File: src/rtl/cmp_tracker.sv
// cmp_tracker: registered magnitude comparator with running max/min tracking.
//
// Each accepted sample (in_valid=1, clear=0) is compared a-vs-b in its own
// signed/unsigned mode, and the result appears one cycle later. The stream of
// a values is also tracked: running max, running min and a saturating count,
// all in the mode latched by the first tracked sample.
//
// Optional feature macro: CMP_GTCNT_EN adds the gt_cnt port and its
// saturating counter of gt results.
//
// state    | meaning
// ---------+-----------------------------------------------------------
// ST_EMPTY | nothing tracked since reset/clear; next sample seeds max/min
// ST_TRACK | tracking active; samples in the latched mode update max/min

module cmp_tracker #(
  parameter int WIDTH = 4,
  parameter int CNT_W = 8
) (
  input  logic             clk,
  input  logic             reset,
  input  logic             in_valid,
  input  logic             signed_mode,
  input  logic             clear,
  input  logic [WIDTH-1:0] a,
  input  logic [WIDTH-1:0] b,
  output logic             out_valid,
  output logic             gt,
  output logic             eq,
  output logic             lt,
  output logic [WIDTH-1:0] max_val,
  output logic [WIDTH-1:0] min_val,
  output logic             tracking,
  output logic             mode_err,
  output logic [CNT_W-1:0] sample_cnt
`ifdef CMP_GTCNT_EN
  ,
  output logic [CNT_W-1:0] gt_cnt
`endif
);

  typedef enum logic {
    ST_EMPTY = 1'b0,
    ST_TRACK = 1'b1
  } state_t;

  localparam logic [WIDTH-1:0] MSB_BIT = {1'b1, {(WIDTH-1){1'b0}}};
  localparam logic [CNT_W-1:0] CNT_MAX = {CNT_W{1'b1}};

  // Flipping the MSB maps two's-complement order onto unsigned order.
  function automatic logic less_than(input logic [WIDTH-1:0] x,
                                     input logic [WIDTH-1:0] y,
                                     input logic sgn);
    logic [WIDTH-1:0] flip;
    flip = sgn ? MSB_BIT : '0;
    return (x ^ flip) < (y ^ flip);
  endfunction

  state_t           state_q, state_d;
  logic             out_valid_q, out_valid_d;
  logic             gt_q, gt_d;
  logic             eq_q, eq_d;
  logic             lt_q, lt_d;
  logic [WIDTH-1:0] max_q, max_d;
  logic [WIDTH-1:0] min_q, min_d;
  logic             trk_signed_q, trk_signed_d;
  logic             mode_err_q, mode_err_d;
  logic [CNT_W-1:0] cnt_q, cnt_d;
  logic             cmp_gt;

  // Signed-aware a>b for the current sample; also feeds the optional gt counter.
  always_comb begin
    cmp_gt = less_than(b, a, signed_mode);
  end

  // FSM state register.
  always_ff @(posedge clk or negedge reset) begin
    if (!reset) state_q <= ST_EMPTY;
    else        state_q <= state_d;
  end

  // Next state plus compare-result and tracking datapath updates.
  always_comb begin
    state_d      = state_q;
    out_valid_d  = 1'b0;
    gt_d         = gt_q;
    eq_d         = eq_q;
    lt_d         = lt_q;
    max_d        = max_q;
    min_d        = min_q;
    trk_signed_d = trk_signed_q;
    mode_err_d   = mode_err_q;
    cnt_d        = cnt_q;

    if (clear) begin
      // Clear wins over a coincident sample; compare flags keep their last value.
      state_d      = ST_EMPTY;
      max_d        = '0;
      min_d        = '0;
      trk_signed_d = 1'b0;
      mode_err_d   = 1'b0;
      cnt_d        = '0;
    end else if (in_valid) begin
      out_valid_d = 1'b1;
      gt_d        = cmp_gt;
      lt_d        = less_than(a, b, signed_mode);
      eq_d        = (a == b);
      case (state_q)
        ST_EMPTY: begin
          state_d      = ST_TRACK;
          max_d        = a;
          min_d        = a;
          trk_signed_d = signed_mode;
          cnt_d        = CNT_W'(1);
        end
        ST_TRACK: begin
          if (signed_mode == trk_signed_q) begin
            if (less_than(max_q, a, trk_signed_q)) max_d = a;
            if (less_than(a, min_q, trk_signed_q)) min_d = a;
            if (cnt_q != CNT_MAX) cnt_d = cnt_q + CNT_W'(1);
          end else begin
            mode_err_d = 1'b1;
          end
        end
        default: state_d = ST_EMPTY;
      endcase
    end
  end

  // Datapath registers.
  always_ff @(posedge clk or negedge reset) begin
    if (!reset) begin
      out_valid_q  <= 1'b0;
      gt_q         <= 1'b0;
      eq_q         <= 1'b0;
      lt_q         <= 1'b0;
      max_q        <= '0;
      min_q        <= '0;
      trk_signed_q <= 1'b0;
      mode_err_q   <= 1'b0;
      cnt_q        <= '0;
    end else begin
      out_valid_q  <= out_valid_d;
      gt_q         <= gt_d;
      eq_q         <= eq_d;
      lt_q         <= lt_d;
      max_q        <= max_d;
      min_q        <= min_d;
      trk_signed_q <= trk_signed_d;
      mode_err_q   <= mode_err_d;
      cnt_q        <= cnt_d;
    end
  end

`ifdef CMP_GTCNT_EN
  logic [CNT_W-1:0] gt_cnt_q, gt_cnt_d;

  // Counts every accepted gt result, independent of tracking state or mode.
  always_comb begin
    gt_cnt_d = gt_cnt_q;
    if (clear) gt_cnt_d = '0;
    else if (in_valid && cmp_gt && (gt_cnt_q != CNT_MAX)) gt_cnt_d = gt_cnt_q + CNT_W'(1);
  end

  // gt counter register.
  always_ff @(posedge clk or negedge reset) begin
    if (!reset) gt_cnt_q <= '0;
    else        gt_cnt_q <= gt_cnt_d;
  end

  assign gt_cnt = gt_cnt_q;
`endif

  assign out_valid  = out_valid_q;
  assign gt         = gt_q;
  assign eq         = eq_q;
  assign lt         = lt_q;
  assign max_val    = max_q;
  assign min_val    = min_q;
  assign tracking   = (state_q == ST_TRACK);
  assign mode_err   = mode_err_q;
  assign sample_cnt = cnt_q;

endmodule

File: config.mk
export PLATFORM = sky130hd
export DESIGN_NAME = cmp_tracker
export DESIGN_NICKNAME = d
export VERILOG_FILES = /design/src/rtl/cmp_tracker.sv
export SDC_FILE = /design/constraint.sdc
export NUM_CORES = 1
export LEC_CHECK = 0
export ABC_AREA = 0
export BUFFER_PORTS_ARGS = -buffer_cell sky130_fd_sc_hd__buf_2
export CORE_MARGIN = 5
export CORE_UTILIZATION = 25
export DETAILED_ROUTE_END_ITERATION = 10
export GPL_TIMING_DRIVEN = 0
export SLEW_MARGIN = 5
export SYNTH_ARGS = -nofsm -noshare
export SYNTH_HDL_FRONTEND = slang
export SYNTH_SLANG_ARGS = --single-unit
export TNS_END_PERCENT = 100
File: constraint.sdc
create_clock -name clk -period 3.5 [get_ports clk]
set_clock_uncertainty 0.15 [all_clocks]
set_input_delay 0.35 -clock clk [delete_from_list [all_inputs] [get_ports clk]]
set_output_delay 0.35 -clock clk [all_outputs]
set_load 0.1 [all_outputs]
==> run metrics, run 1 <==
met2 GRT Util 14.1%; Pwr per Cell Area 482 nW/um^2; WS Path Type flip-flop to flip-flop; FF-to-FF Start trk_signed_q; top post-synthesis cells by area dfrtp_1, ha_1, mux2_2; minimum clock period 2240 ps; Setup TNS 0 ps; footprint of the multi-input gates 759 sq um; Syn-to-layout area delta 22.9%; fillers 578; Hold Path Class input pin to flip-flop; post-synthesis mux area share 8.86%; Die Span Y 84.4 um; post-DR vias/cell 4.41; routing usage on met1 12.9%; largest net degree at the start of global routing 24; Synth Area in Adders 9.95%; cell taking the most area after synthesis dfrtp_1; I/O pin count 35; DRT iter0 DRCs 47; Layout Nets 198; clock buffer count from CTS 3; Max clock buf depth 2; die width 84.4 um; drt first pass iters 4; Yosys reg bits 23; Tightest Pin Transition 529 ps; leakage 0.833 nW; placed cell area 1640 sq um; Synth cell types 32; final setup vio count 0; M3 GR Usage 2.94%; main combinational cell family by area after synthesis simple AND/OR/NAND/NOR gates; crit start category flip-flop; top-area cell type share of the netlist area 41.6%; first-pass GRT wire length 5370 um; drt wl/cell 12.5 um; antenna violations before repair 0; sequential area share after synthesis 41.6%; Routed Wire Length 3050 um; setup slack, reg-to-reg 1260 ps; port bufs 34; Post-DRT Antenna Nets 0; final worst setup slack 1260 ps; Overflow after GRT 0; Core Footprint 5440 sq um; status completed; Post-Synth XOR/XNOR Area 8.32%; CTS H-tree depth 1; Synthesized Nets 158; Final Slew Violations 0; gr busiest metal met2; Max Fclk 0.446 GHz; RSZ-0062 raised after global routing no; pre-CTS WS 1250 ps; Remaining DRCs 0; CTS clk-pin slew, worst paths 90 ps; simple-gate share of the synthesized area 17.6%; ANT cells 0; storage element area 576 sq um; Reg2Reg Capture Point max_val[2]; Mapped Area 1380 sq um; Synth Area in Compound Gates 10.1%; post-route cell area 1700 sq um; vias in the first global route 1095; Final HPWL DP 2410 um; layout cells sized above 1 32.9%; Cells after Synth 134; Worst EP required 3500 ps; most frequent cells in the layout buf_2, dfrtp_1, nand2_1, nor2_1, ha_1; # clock sinks 23; die footprint 7120 sq um; GRT Util Overall 9.27%; num rows 27; Hold Fails Final Rpt 0; hold path depth 4; worst-skew pair later-pin latency 270 ps; DR vias 1081; Ys Warns 0; hold path startpoint b[3]; hold path endpoint eq; average size of a mapped cell 10.3 sq um; final worst-path cycle share 64.0%; Crit. End Element flip-flop; max_cap viols 0; CTS Root Cell clkbuf_8; maximum VDD drop 226 uV; Core Util, Final 31.3%; Reg2Reg Depth 8; max_slew headroom 64.7%; CP Data Arrival Time 2240 ps; GP Congestion 0.776; Initial Utilization 25.4%; CP Max Fanout 5; CTS tree done; most common cell after layout, fill and taps aside buf_2
cell usage after synthesis:
library cell and instances:
mux2_1 1, nand3_1 3, nand4_1 2, xnor2_4 1
or2_2 1, nor3_1 1, a21oi_2 2, a41o_1 1
buf_6 1, inv_1 9, o21ai_1 1, o21ba_2 1
nor2_1 11, nand2b_2 1, clkbuf_1 1, nor4_1 3
mux2i_1 1, dfrtp_1 23, nand2_1 13, a21oi_1 7
nand2b_1 4, or2_4 1, o21ai_0 7, xor2_1 3
o22ai_4 1, nor4_4 1, nor2b_1 4, xnor2_1 7
nor3b_1 1, ha_1 11, o31ai_1 1, mux2_2 9
flip-flops by register name (all words and copies together), names as in the netlist:
name / flops
out_valid: 1
tracking: 1
trk_signed_q: 1
min_val: 4
max_val: 4
sample_cnt: 8
lt: 1
mode_err: 1
eq: 1
gt: 1
kinds of logic after synthesis:
family / after synthesis
AND/OR/NAND/NOR: 46
flip-flops: 23
AO/OA/AOI/OAI: 21
buffers and inverters: 11
XOR/XNOR: 11
adder cells (fa/ha/maj): 11
multiplexers: 11
area by class of cell:
class	count	area share (%)
clock buffers	3	2.43
clock inverters	1	0.294
well taps	72	5.30
inverters	9	1.99
flip-flops and latches	23	33.8
plain buffers	2	0.883
multi-input cells	100	44.7
repair buffers	35	10.6
through the flow:
step | hold WS (ps) | power, mW | instances
finish | 291 | 0.819 | 245
global route | 315 | 0.870 | 245
CTS | 288 | 0.834 | 245
detailed placement | 224 | 0.660 | 240
global placement | 224 | 0.656 | 240
floorplan | -95.6 | 0.590 | 134
where the power goes:
part / switching, mW / internal, mW / leakage, nW
combinational: 0.261 / 0.0804 / 0.505
clock: 0.0889 / 0.0795 / 0.0255
sequential: 0.0192 / 0.290 / 0.303
total: 0.369 / 0.450 / 0.833
critical path, stage by stage (launching register included):
cell	delay, ps
dfrtp_1	380
buf_6	140
xor2_1	200
inv_1	70
ha_1	290
a21oi_1	130
o21ai_0	110
a21oi_2	290
mux2_2	370
metal layers:
metal | vias to the layer above | share of wire (%)
met1 | 508 | 48
met3 | 2 | 5.6
met2 | 29 | 46
met4 | 0 | 0.85
li1 | 542 | -
met5 | - | 0
worst max-delay path by stage:
stage | startpoint | end | slack [ps] | depth (start not counted)
finish | trk_signed_q | max_val[2] | 1260 | 8
global route | trk_signed_q | max_val[2] | 1070 | 8
CTS | trk_signed_q | max_val[2] | 1260 | 8
detailed placement | a[3] | max_val[1] | 1250 | 8
global placement | a[3] | max_val[0] | 1270 | 8
floorplan | sample_cnt[0] | sample_cnt[0] | 1010 | 5
what timing repair did:
action / 4_1_cts / 5_1_grt
resized for setup: 0 / 0
buffers inserted: 0 / 0
hold buffers: 1 / 0
hold endpoints to repair: 23 / 0
(Power assumes the default switching activity.)
==> run 2: changes to the inputs <==
clock period = 2.26 ns   (was 3.5 ns; I/O delays follow)
==> run 2 against run 1 <==
Net effect: combinational power increased by 58%; via count shrank 0.83%; critical path depth up 1; clock-buffer cell count unchanged; sequential power grew 56%; die area did not move; hold slack got worse by 130 ps; largest cell class unchanged.
==> run metrics, run 2 (synthesis gave the netlist of run 1 again) <==
ANT cells 0 (unchanged); DRT iter0 DRCs 29 (was 47); drt first pass iters 4 (unchanged); RSZ-0062 raised after global routing no (unchanged); max_cap viols 0 (unchanged); hold slack 166 ps (was 291 ps); Tightest Pin Transition 552 ps (was 529 ps); CP Data Arrival Time 2130 ps (was 2240 ps); Max Fclk 0.470 GHz (was 0.446 GHz); layout cells sized above 1 40.6% (was 32.9%); Worst EP required 2260 ps (was 3500 ps); num rows 27 (unchanged); Comb power frac 42.0% (was 41.7%); DR vias 1072 (was 1081); CTS H-tree depth 1 (unchanged); status completed (unchanged); post-route cell area 1740 sq um (was 1700 sq um); minimum clock period 2130 ps (was 2240 ps); Post-DRT Antenna Nets 0 (unchanged); Crit. End Element flip-flop (unchanged); Remaining DRCs 0 (unchanged); fillers 570 (was 578); footprint of the multi-input gates 767 sq um (was 759 sq um); final worst-path cycle share 94.1% (was 64.0%); CTS Root Cell clkbuf_8 (unchanged); maximum VDD drop 351 uV (was 226 uV); Pwr per Cell Area 740 nW/um^2 (was 482 nW/um^2); WS Path Type flip-flop to flip-flop (unchanged); Syn-to-layout area delta 25.5% (was 22.9%); Seq pwr share 37.6% (was 37.8%); antenna violations before repair 0 (unchanged); crit start category flip-flop (unchanged); leakage 0.827 nW (was 0.833 nW); I/O pin count 35 (unchanged); Layout Nets 200 (was 198); post-DR vias/cell 4.34 (was 4.41); max_slew headroom 63.2% (was 64.7%); # clock sinks 23 (unchanged); storage element area 589 sq um (was 576 sq um); Final Slew Violations 0 (unchanged); Hold Path Class input pin to flip-flop (unchanged); die footprint 7120 sq um (unchanged); clock buffer count from CTS 3 (unchanged); CTS clk-pin slew, worst paths 90 ps (about the same); GP Congestion 0.785 (was 0.776); vias in the first global route 1094 (was 1095); max reg flops 8 (unchanged); first-pass GRT wire length 5310 um (was 5370 um); Max clock buf depth 2 (unchanged); Clk pwr share 20.4% (was 20.6%); CTS tree done (unchanged); die width 84.4 um (unchanged); switch share 44.9% (was 45.1%); Initial Utilization 25.4% (unchanged); Final HPWL DP 2430 um (was 2410 um); Hold Fails Final Rpt 0 (unchanged); most frequent cells in the layout buf_2, nand2_1, dfrtp_1 (was buf_2, dfrtp_1, nand2_1, nor2_1, ha_1); sw power 0.577 mW (was 0.369 mW); Die Span Y 84.4 um (unchanged); final setup vio count 0 (unchanged); Overflow after GRT 0 (unchanged); placed cell area 1660 sq um (was 1640 sq um); GRT Util Overall 9.27% (about the same); Core Footprint 5440 sq um (unchanged); CP Max Fanout 5 (unchanged); worst-skew pair later-pin latency 270 ps (about the same); largest net degree at the start of global routing 24 (unchanged); most common cell after layout, fill and taps aside buf_2 (unchanged); Routed Wire Length 3130 um (was 3050 um); port bufs 34 (unchanged); drt wl/cell 12.7 um (was 12.5 um); Internal 0.708 mW (was 0.450 mW)
-- run 2: changes by cell type in the layout (fill, tap and decap cells not counted) --
cell	change
buf_4	+2
dfrtp_1	-11
dfrtp_2	+11
o21ai_0	-2
o21ai_1	+2
xor2_1	-1
xor2_2	+1
-- run 2: final timing paths --
path,start,end,slack (ps),cells past startpoint
hold reg to reg,eq,eq,330,2
setup / recovery,trk_signed_q,max_val[3],130,9
setup reg to reg,trk_signed_q,max_val[3],130,9
max in group asynchronous,reset,sample_cnt[1],1230,2
min in group asynchronous,reset,sample_cnt[5],330,2
hold / removal,b[3],eq,170,4
-- run 2: worst max-delay path, stage by stage, from the launching register on --
cell and delay (ps):
dfrtp_1 380, buf_6 140, xor2_2 150, inv_1 60, ha_1 290, a21oi_1 140, o21ai_1 90, a21oi_2 160
buf_4 140, mux2_2 320
-- run 2: what timing repair did --
action                                  CTS  global route
cloned                                    0             0
hold endpoints to repair                 23             0
resized for setup                         0             3
hold buffers                              1             0
pin swaps                                 1             3
buffers inserted                          2             0
endpoints found under the setup margin    4             8
-- run 2: stage by stage --
| step | setup TNS [ps] | setup slack (ps) | cells | util, % | power (mW) |
|---|---|---|---|---|---|
| 6_report | 0 | 133 | 247 | 31.9 | 1.29 |
| 5_1_grt | 0 | 6.37 | 247 | 31.9 | 1.36 |
| 4_1_cts | 0 | 56.4 | 247 | 31.8 | 1.30 |
| 3_5_place_dp | -15.1 | -11.7 | 240 | 30.5 | 1.03 |
| 3_3_place_gp | 0 | 25.9 | 240 | 30.5 | 1.02 |
| 2_1_floorplan | -64.7 | -64.7 | 134 | - | 0.917 |
-- run 2: layout make-up --
class                           instances  area share (%)
Buffer                                  2           0.865
Inverter                                9            1.95
Timing Repair Buffer                   37            11.2
Clock inverter                          1           0.288
Tap cell                               72            5.19
Clock buffer                            3            2.38
Multi-Input combinational cell        100            44.2
Sequential cell                        23            33.9
-- run 2: routing by layer --
metal  track usage, %  share of wire [%]
met5                0                  0
met2             14.6                 45
met4             2.16               0.86
met1             12.3                 49
met3             3.04                5.1
-- run 2: power groups by stage --
| stage | sequential [mW] | combinational [mW] | clock (mW) |
|---|---|---|---|
| 6_report | 0.483 | 0.540 | 0.263 |
| 5_1_grt | 0.489 | 0.578 | 0.295 |
| 3_3_place_gp | 0.490 | 0.530 | 0 |
| 4_1_cts | 0.484 | 0.543 | 0.276 |
| 2_1_floorplan | 0.764 | 0.153 | 0 |
| 3_5_place_dp | 0.492 | 0.534 | 0 |
